File: src/rtl/i2s_master_rx.sv
// i2s_master_rx
//   I2S bus-master receiver. Generates the bit clock (clk_i/2) and word
//   select, deserialises MSB-first words from a slave transmitter and
//   presents each completed left/right word with a one-cycle write strobe.
//
// Parameters
//   WORD_WIDTH  bits per channel word (2..32)
//
// Ports
//   clk_i      in   system clock, rising edge
//   rst_i      in   asynchronous reset, active low
//   data_o     out  last completed word, MSB = first bit received
//   lr_chnl_o  out  channel of data_o (0 = left, 1 = right)
//   write_o    out  one-cycle strobe, data_o/lr_chnl_o valid while high
//   sclk_o     out  I2S bit clock
//   wsel_o     out  I2S word select (0 = left, 1 = right)
//   sdat_i     in   I2S serial data, launched by the slave on falling sclk_o
//
// Build option
//   I2S_RX_SKIP_FIRST_FRAME_EN  when defined, write_o is suppressed for both
//   words of the first frame after reset release; data_o/lr_chnl_o still
//   update. When undefined, every word is strobed.

module i2s_master_rx #(
  parameter int WORD_WIDTH = 16
) (
  input  logic                  clk_i,
  input  logic                  rst_i,
  output logic [WORD_WIDTH-1:0] data_o,
  output logic                  lr_chnl_o,
  output logic                  write_o,
  output logic                  sclk_o,
  output logic                  wsel_o,
  input  logic                  sdat_i
);

  localparam int CW = $clog2(2 * WORD_WIDTH);

  localparam logic [CW-1:0] SLOT_LAST_L = CW'(WORD_WIDTH - 1);
  localparam logic [CW-1:0] SLOT_LAST_R = CW'(2 * WORD_WIDTH - 1);
  localparam logic [CW-1:0] SLOT_PRE_L  = CW'(WORD_WIDTH - 2);
  localparam logic [CW-1:0] SLOT_PRE_R  = CW'(2 * WORD_WIDTH - 2);

  logic [CW-1:0]         cnt;
  logic [WORD_WIDTH-1:0] shift_q;
  logic                  rise_edge;
  logic                  fall_edge;
  logic                  word_end;
  logic                  strobe_en;

  // sclk_o low now means this edge drives it high (sample point); high
  // means this edge drives it low (slot boundary).
  assign rise_edge = ~sclk_o;
  assign fall_edge = sclk_o;

  // The last sample of a word happened on the previous edge, so the word is
  // complete on the falling edge that closes slot W-1 or 2W-1.
  assign word_end  = fall_edge && ((cnt == SLOT_LAST_L) || (cnt == SLOT_LAST_R));

  always_ff @(posedge clk_i or negedge rst_i) begin
    if (!rst_i) begin
      sclk_o <= 1'b0;
    end else begin
      sclk_o <= ~sclk_o;
    end
  end

  // Slot counter and word select. wsel_o leads the data by one slot, so it
  // changes when entering the last slot of the opposite channel.
  always_ff @(posedge clk_i or negedge rst_i) begin
    if (!rst_i) begin
      cnt    <= '0;
      wsel_o <= 1'b0;
    end else if (fall_edge) begin
      cnt <= (cnt == SLOT_LAST_R) ? '0 : cnt + CW'(1);
      if (cnt == SLOT_PRE_L) begin
        wsel_o <= 1'b1;
      end else if (cnt == SLOT_PRE_R) begin
        wsel_o <= 1'b0;
      end
    end
  end

  // sdat_i shares the clk_i domain through sclk_o, so it is sampled directly.
  always_ff @(posedge clk_i or negedge rst_i) begin
    if (!rst_i) begin
      shift_q <= '0;
    end else if (rise_edge) begin
      shift_q <= {shift_q[WORD_WIDTH-2:0], sdat_i};
    end
  end

`ifdef I2S_RX_SKIP_FIRST_FRAME_EN
  // The slave may not be word-aligned during the first frame after reset,
  // so neither of its words is strobed.
  logic first_frame;

  always_ff @(posedge clk_i or negedge rst_i) begin
    if (!rst_i) begin
      first_frame <= 1'b1;
    end else if (fall_edge && (cnt == SLOT_LAST_R)) begin
      first_frame <= 1'b0;
    end
  end

  assign strobe_en = ~first_frame;
`else
  assign strobe_en = 1'b1;
`endif

  always_ff @(posedge clk_i or negedge rst_i) begin
    if (!rst_i) begin
      data_o    <= '0;
      lr_chnl_o <= 1'b0;
      write_o   <= 1'b0;
    end else begin
      write_o <= 1'b0;
      if (word_end) begin
        data_o    <= shift_q;
        lr_chnl_o <= (cnt == SLOT_LAST_R);
        write_o   <= strobe_en;
      end
    end
  end

endmodule

File: config.mk
export PLATFORM = sky130hd
export DESIGN_NAME = i2s_master_rx
export DESIGN_NICKNAME = d
export VERILOG_FILES = /design/src/rtl/i2s_master_rx.sv
export SDC_FILE = /design/constraint.sdc
export NUM_CORES = 1
export LEC_CHECK = 0
export BUFFER_PORTS_ARGS = -buffer_cell sky130_fd_sc_hd__buf_2
export CORE_MARGIN = 2
export CORE_UTILIZATION = 47
export DETAILED_ROUTE_END_ITERATION = 8
export PLACE_DENSITY = 0.67
export SKIP_LAST_GASP = 1
export SLEW_MARGIN = 0
export SYNTH_ARGS = -nofsm -noshare
export SYNTH_HDL_FRONTEND = slang
export SYNTH_SLANG_ARGS = --single-unit
File: constraint.sdc
create_clock -name clk_i -period 2.9 [get_ports clk_i]
set_clock_uncertainty 0.05 [all_clocks]
set_input_delay 0.435 -clock clk_i [delete_from_list [all_inputs] [get_ports clk_i]]
set_output_delay 0.435 -clock clk_i [all_outputs]
set_load 0.02 [all_outputs]
# After elaboration in Yosys (flattened, before gate mapping)

Index checks and enable logic that the tools add are counted.

Add/subtract/negate cells: 1
Reduce and logical (&&, ||, !) cells: 4
Bitwise gates (word level): 1
Eq/ne operators: 4
Mux-type cells: 4

Operators with widths:

| cell                | count |
|---|---|
| $eq 5x4->1 const B  | 2 |
| $eq 5x5->1 const B  | 2 |
| $add 5x1->5 const B | 1 |
| $mux 5              | 1 |
| $mux 1              | 3 |
| $reduce_and 2->1    | 1 |
| $reduce_bool 2->1   | 1 |
| $logic_and 1x1->1   | 1 |
| $logic_or 1x1->1    | 1 |
| $not 1->1           | 1 |

Word-level logic and storage cells: 21
Bits of input ports: 3
Flip-flop bits (word level): 41
Output and inout port bits: 20

# Logic depth before layout (Yosys ltp)

Gate-level depths: netlist of run 1.

Depth in word-level cells: 4
Mapped depth: 6
Gate-level depth less buffers: 6

# Worst setup path before layout of run 1

Ideal clock, no wire load.

Path type: reg-to-reg
Start: register cnt[1]
End: register data_o[10]
Setup time: 0.125 ns
Period minus slack after synthesis: 1.976 ns
Slack: 0.924 ns
Required time: 2.725 ns
Buffers on the path: 1
Arrival: 1.801 ns
Cell stages (with the launch flop): 7
Cell sequence: dfrtp_1 -> ha_1 -> and3_1 -> ha_1 -> o21ai_4 -> buf_6 -> mux2_4

Word-level cells in the longest chain between the ends: 3
Elaborated cells between the ends (all ways): 4
Those cells by class: eq/ne: 2; reduce/logical: 2

Ends and longest elaborated chain:

| element                                         | RTL line | text |
|---|---|---|
| from (decl)                                     | 44       | `logic [CW-1:0] cnt;` |
| from (signal assigned)                          | 75       | `cnt <= (cnt == SLOT_LAST_R) ? '0 : cnt + CW'(1);` |
| $eq 5x4->1 / $eq 5x5->1 (equally long branches) | 58       | `assign word_end = fall_edge && ((cnt == SLOT_LAST_L) \|\| (cnt == SLOT_LAST_R));` |
| $logic_or 1x1->1 *                              | 58       |  |
| $logic_and 1x1->1 *                             | 58       |  |
| to (signal assigned)                            | 119      | `data_o <= shift_q;` |
| to (decl)                                       | 29       | `output logic [WORD_WIDTH-1:0] data_o,` |

Mark *: on every way between the ends. The rest lies on a longest branch, timed or not.
A chain may end at the register's enable or synchronous reset.

# Worst setup path in the final report of run 1

Start: register cnt[1]
End: register data_o[13]

The elaborated chain is that of the path after synthesis.

==> results of run 1 <==
## stage by stage
step                 util  area [um2]  cells  worst slack, ns
floorplan               -        1660    104            0.924
global placement    0.540        1820    171            0.677
detailed placement  0.540        1820    171            0.632
CTS                 0.567        1910    179            0.610
global route        0.567        1910    179            0.476
finish              0.567        1910    179            0.636
## where the power goes
part,switching [uW],internal (uW),total [uW]
Clock,184,205,389
Sequential,13.9,594,608
Combinational,34.6,28.4,62.9
Total,233,827,1060
## metal layers
metal | global-route usage | wire length, um
met4 | 0.0652 | 46
met1 | 0.172 | 1080
met2 | 0.253 | 1270
met5 | 0 | 0
met3 | 0.0607 | 111
## how the worst max path moves through the flow
stage,from,endpoint,slack (ns),cells after the start
after global placement,cnt[1],data_o[8],0.68,6
after CTS,cnt[1],data_o[13],0.61,6
after detailed placement,cnt[1],data_o[7],0.63,6
final,cnt[1],data_o[13],0.64,6
after global routing,cnt[1],data_o[13],0.48,6
after floorplan,cnt[1],data_o[10],0.92,6
## cells in the final DEF, fill, tap and decap left out
master,synthesis,layout
bufinv_16,0,1
clkbuf_4,0,5
o2bb2ai_1,1,1
mux2_4,9,9
o31ai_1,1,1
mux2_2,24,24
mux2i_1,3,3
clkinvlp_4,0,1
o21ai_0,3,3
buf_2,1,22
nand2_1,3,3
nand2b_1,2,2
and3_1,1,1
dfrtp_1,41,41
nand4_1,1,1
nand3_1,1,1
o21ai_4,1,1
nor2b_1,1,1
ha_1,5,5
clkbuf_8,0,1
inv_1,4,4
buf_4,1,2
## sequential cells by signal, indices dropped and copies added, names as in the netlist
| name | cells |
|---|---|
| lr_chnl_o | 1 |
| cnt | 5 |
| wsel_o | 1 |
| data_o | 16 |
| shift_q | 16 |
| write_o | 1 |
| sclk_o | 1 |
## cells in the mapped netlist
cell type  count  area share
buf_4          1      0.0045
nand4_1        1      0.0038
nor2b_1        1      0.0038
mux2_2        24        0.16
buf_2          1      0.0030
mux2_4         9       0.082
dfrtp_1       41        0.62
buf_6          1      0.0068
o2bb2ai_1      1      0.0053
nand3_1        1      0.0030
nand2_1        3      0.0068
and3_1         1      0.0038
ha_1           5       0.038
o21ai_0        3      0.0091
mux2i_1        3       0.018
o31ai_1        1      0.0045
nand2b_1       2      0.0075
inv_1          4      0.0091
o21ai_4        1      0.0098
## cells by family (layout without fill, tap and decap cells)
group           after synthesis  count (layout)
flops                        41              41
mux                          36              36
simple gates                  9               9
buf+inv                       7              36
compound gates                6               6
fa+ha+maj                     5               5
## worst max-delay path, stage by stage (launching register included)
cell and delay, ns:
dfrtp_1 0.44, ha_1 0.23, and3_1 0.22, ha_1 0.25, o21ai_4 0.39, buf_4 0.27
mux2_4 0.31
## final cells by class
type / count / share of cell area
clock inverter: 2 / 0.0197
clock buffer: 6 / 0.0269
sequential: 41 / 0.538
inverter: 4 / 0.00788
multi-input combinational: 56 / 0.311
timing repair buffer: 24 / 0.0657
tap: 46 / 0.0302
==> run metrics, run 1 <==
status finished clean; Syn Nets 112; fill cell count 307; Req. time, crit path 3.09 ns; Synth Area in Compound Gates 0.0287; reg-to-reg critical path endpoint data_o[13]; DR DRC count 0; initial drt markers 34; die span in x 63.4 um; Finish-stage setup viols 0; layout cells sized above 1 0.496; # hold bufs at CTS 0; r2r startpoint cnt[1]; DRT antenna net count 0; fin crit share 0.781; H-tree depth 2; Overflow after GRT 0; Mean Syn Cell Area 15.9 um2; simple-gate share of the synthesized area 0.0287; Clk pin slew, worst setup/hold paths approximately 0.13 ns; IO Count 23; Worst EP arrival 2.45 ns; total number of vias between 800 and 900; vias in the first global route 1007; Clock Path Buffers 2; post_cts resized 0; GRT Total Usage 0.152; Area Overhead vs Synth 14.9%; CTS Buf Count 5; WHS 0.132 ns; Die H 63.4 um; sequential fraction of the synthesis area 0.619; Fmax achieved between 400 and 500 MHz; post-CTS setup buffer count 0; Setup Total Neg Slack 0 ns; worst hold path class in2async; Tot Pwr roughly 1100 uW; First-pass DRT Iterations 4; Root Buffer clkbuf_4; diode count 0; R2R depth 6; Core Region 0.00336 mm2; wire per inst 14.0 um; nets@finish 140; largest family of logic cells by synthesized area multiplexers; Peak VDD IR just under 0.3 mV; cell leakage power roughly 0.00094 uW; RD Place Congestion 0.781; Post-DP HPWL between 1500 and 2000 um; Sink Count 41; Worst Max-Slew Pin Slew ~0.87 ns; I/O Buffers 22; Yosys reg bits just over 40; die area 0.00402 mm2; Worst-Skew Late Latency 0.35 ns; RSZ-0062 raised after global routing no; P per Cell Area ~560 mW/mm2; Syn Inst Count 104; unique cell type count in the Yosys netlist 19; Worst Path Max Fanout 11; Crit. End Element flip-flop; post-DR vias/cell 4.94; area of the multi-input gates 593 um2; # rows 21; Worst Path Class, Setup reg2reg; Syn Std Cell Area 0.00166 mm2; Fin. Hold Viols 0; Slew HR 0.417; max-cap viol count 0; initial antenna violation count 0; CP startpoint kind flip-flop; largest net degree at the start of global routing 42; CTS tree done; Initial Util 0.493; Tmin final 2.26 ns; Total Wirelength 2510 um; r2r setup slk approximately 0.64 ns; Synth Area in Adders 0.0377; mux share of post-synthesis cell area 0.263; sequential cell area ~0.001 mm2; Ys Warns 0; fin. max-slew vios 0; first-pass GRT wire length roughly 4600 um; Synth Area in XOR/XNOR 0
Power figures use the tool's default switching activity.
==> run 2, diff against run 1 <==
--- a/config.mk
+++ b/config.mk
@@ -9,7 +9,7 @@
 export CORE_MARGIN = 2
 export CORE_UTILIZATION = 47
 export DETAILED_ROUTE_END_ITERATION = 8
-export PLACE_DENSITY = 0.67
+export PLACE_DENSITY = 0.7
 export SKIP_LAST_GASP = 1
 export SLEW_MARGIN = 0
 export SYNTH_ARGS = -nofsm -noshare
==> constraint.sdc (replaced) <==
create_clock -name clk_i -period 1.85 [get_ports clk_i]
set_clock_uncertainty 0.05 [all_clocks]
set_input_delay 0.2775 -clock clk_i [delete_from_list [all_inputs] [get_ports clk_i]]
set_output_delay 0.2775 -clock clk_i [all_outputs]
set_load 0.02 [all_outputs]
==> run metrics, run 2 (same netlist as run 1, synthesis figures left out) <==
registers with the most flip-flops data_o x16, shift_q x16, cnt x5; H-tree depth 2 (unchanged); IO Count 23 (unchanged); initial drt markers 24 (-29%); Finish-stage setup viols 0 (unchanged); Post-DP HPWL 1700 um (-2.4%); RD Place Congestion 0.741 (-5.0%); Fin. Hold Viols 0 (unchanged); Clock Path Buffers 2 (unchanged); die area 0.00402 mm2 (unchanged); Req. time, crit path 2.03 ns (-1.06 ns); nets@finish 147 (+5.0%); max-cap viol count 0 (unchanged); Worst EP arrival 2.00 ns (-0.45 ns); Overflow after GRT 0 (unchanged); layout cells sized above 1 0.543 (+0.0466); First-pass DRT Iterations 4 (unchanged); setup ws final 0.0292 ns (-0.607 ns); total number of vias 928 (+5.0%); Final Non-Filler Cells 186 (+3.9%); Area Overhead vs Synth 21.3%; Layout Utilization 0.598 (+0.0313); vias in the first global route 908 (-9.8%); P per Cell Area 765 mW/mm2 (+38%); dpl cells 175 (+2.3%); Worst Path Class, Setup reg2reg; CTS tree done; most common cell after layout, fill and taps aside dfrtp_1; Worst Path Max Fanout 7 (-4); Root Buffer clkbuf_4; Tot Pwr 1540 uW (+45%); max incr delay on CP 0.42 ns (-0.02 ns); diode count 0 (unchanged); wire per inst 13.6 um (-2.7%); Initial Util 0.493 (unchanged); Sink Count 41 (unchanged); fill cell count 277 (-9.8%); Worst-Skew Late Latency 0.34 ns (about the same); CP max-delay cell dfrtp_1; die span in x 63.4 um (unchanged); Fmax achieved 549 MHz (+24%); fin. max-slew vios 0 (unchanged); Slew HR 0.663 (+0.246); RSZ-0062 raised after global routing yes; Worst Max-Slew Pin Slew 0.505 ns (-0.369 ns); initial antenna violation count 0 (unchanged); Tmin final 1.82 ns (-0.443 ns); largest net degree at the start of global routing 42 (unchanged); I/O Buffers 22 (unchanged); fin crit share 0.984 (+0.203); DR DRC count 0 (unchanged); CP startpoint kind flip-flop; Crit. End Element flip-flop; crit-path leading delay family flip-flops; Peak VDD IR 0.475 mV (+62%); Total Wirelength 2540 um (+1.1%); CTS Buf Count 5 (unchanged); status finished clean; Core Region 0.00336 mm2 (unchanged); Die H 63.4 um (unchanged); first-pass GRT wire length 4420 um (-3.8%); post-DR vias/cell 4.99 (+1.0%); worst hold path class in2reg; most frequent cells in the layout dfrtp_1 (41), buf_2 (22), mux2_4 (17), mux2_2 (16); crit-path cells ha_2 -> and3_4 -> ha_4 -> o21ai_4 -> buf_6 -> mux2_4; WP buf/inv 1 (unchanged); Clk pin slew, worst setup/hold paths 0.12 ns (about the same); GRT Total Usage 0.145 (-0.00675); Place WS 0.0269 ns (-0.605 ns); DRT antenna net count 0 (unchanged); cell leakage power 0.00101 uW (+6.9%); # rows 21 (unchanged)
[run 2: cell count changes in the layout (fill, tap and decap cells not counted), moves of 2 or more]
cell | before | now
buf_4 | 2 | 5
buf_6 | 0 | 3
mux2_2 | 24 | 16
mux2_4 | 9 | 17
ha_4 | 0 | 2
ha_1 | 5 | 2
[run 2: final timing paths]
path	startpoint	to	slack [ns]	cells past startpoint
hold / removal	sdat_i	shift_q[0]	0.12	2
min in group asynchronous	rst_i	data_o[13]	0.46	3
setup reg to reg	cnt[1]	data_o[11]	0.03	6
hold reg to reg	wsel_o	wsel_o	0.45	2
max in group asynchronous	rst_i	sclk_o	0.94	3
setup / recovery	cnt[1]	data_o[11]	0.03	6
[run 2: metal layers]
metal  track usage  part of all wire  vias to the layer above
met3        0.0536             0.052                        5
met4        0.0652             0.020                        0
met2         0.208              0.45                       23
li1              -                 -                      429
met1         0.197              0.47                      471
met5             0                 0                        -
[run 2: report_power, final]
part | internal (uW) | switching, uW
Sequential | 931 | 22.3
Clock | 186 | 293
Combinational | 51.6 | 54.5
Total | 1170 | 370
[run 2: stage by stage]
step	hold slack [ns]	setup TNS [ns]	instance area, um2
6_report	0.119	0	2010
5_1_grt	0.108	-0.474	2010
4_1_cts	0.105	0	1950
3_5_place_dp	0.326	0	1880
3_3_place_gp	0.314	0	1880
2_1_floorplan	-0.0681	-0.0678	1690
[run 2: layout make-up]
| class | instances | area (um2) | share of cell area |
|---|---|---|---|
| clock buffer | 6 | 51.3 | 0.0255 |
| inverter | 4 | 15.0 | 0.00747 |
| multi-input combinational | 56 | 656 | 0.326 |
| clock inverter | 2 | 13.8 | 0.00685 |
| timing repair buffer | 31 | 191 | 0.0952 |
| tap | 46 | 57.6 | 0.0286 |
| sequential | 41 | 1030 | 0.510 |
[run 2: what timing repair did]
action / in CTS / in global routing
gates resized for setup: 0 / 11
endpoints found under the hold margin: 41 / 0
hold buffers: 1 / 0
setup endpoints to repair: 0 / 14
setup buffers: 0 / 2
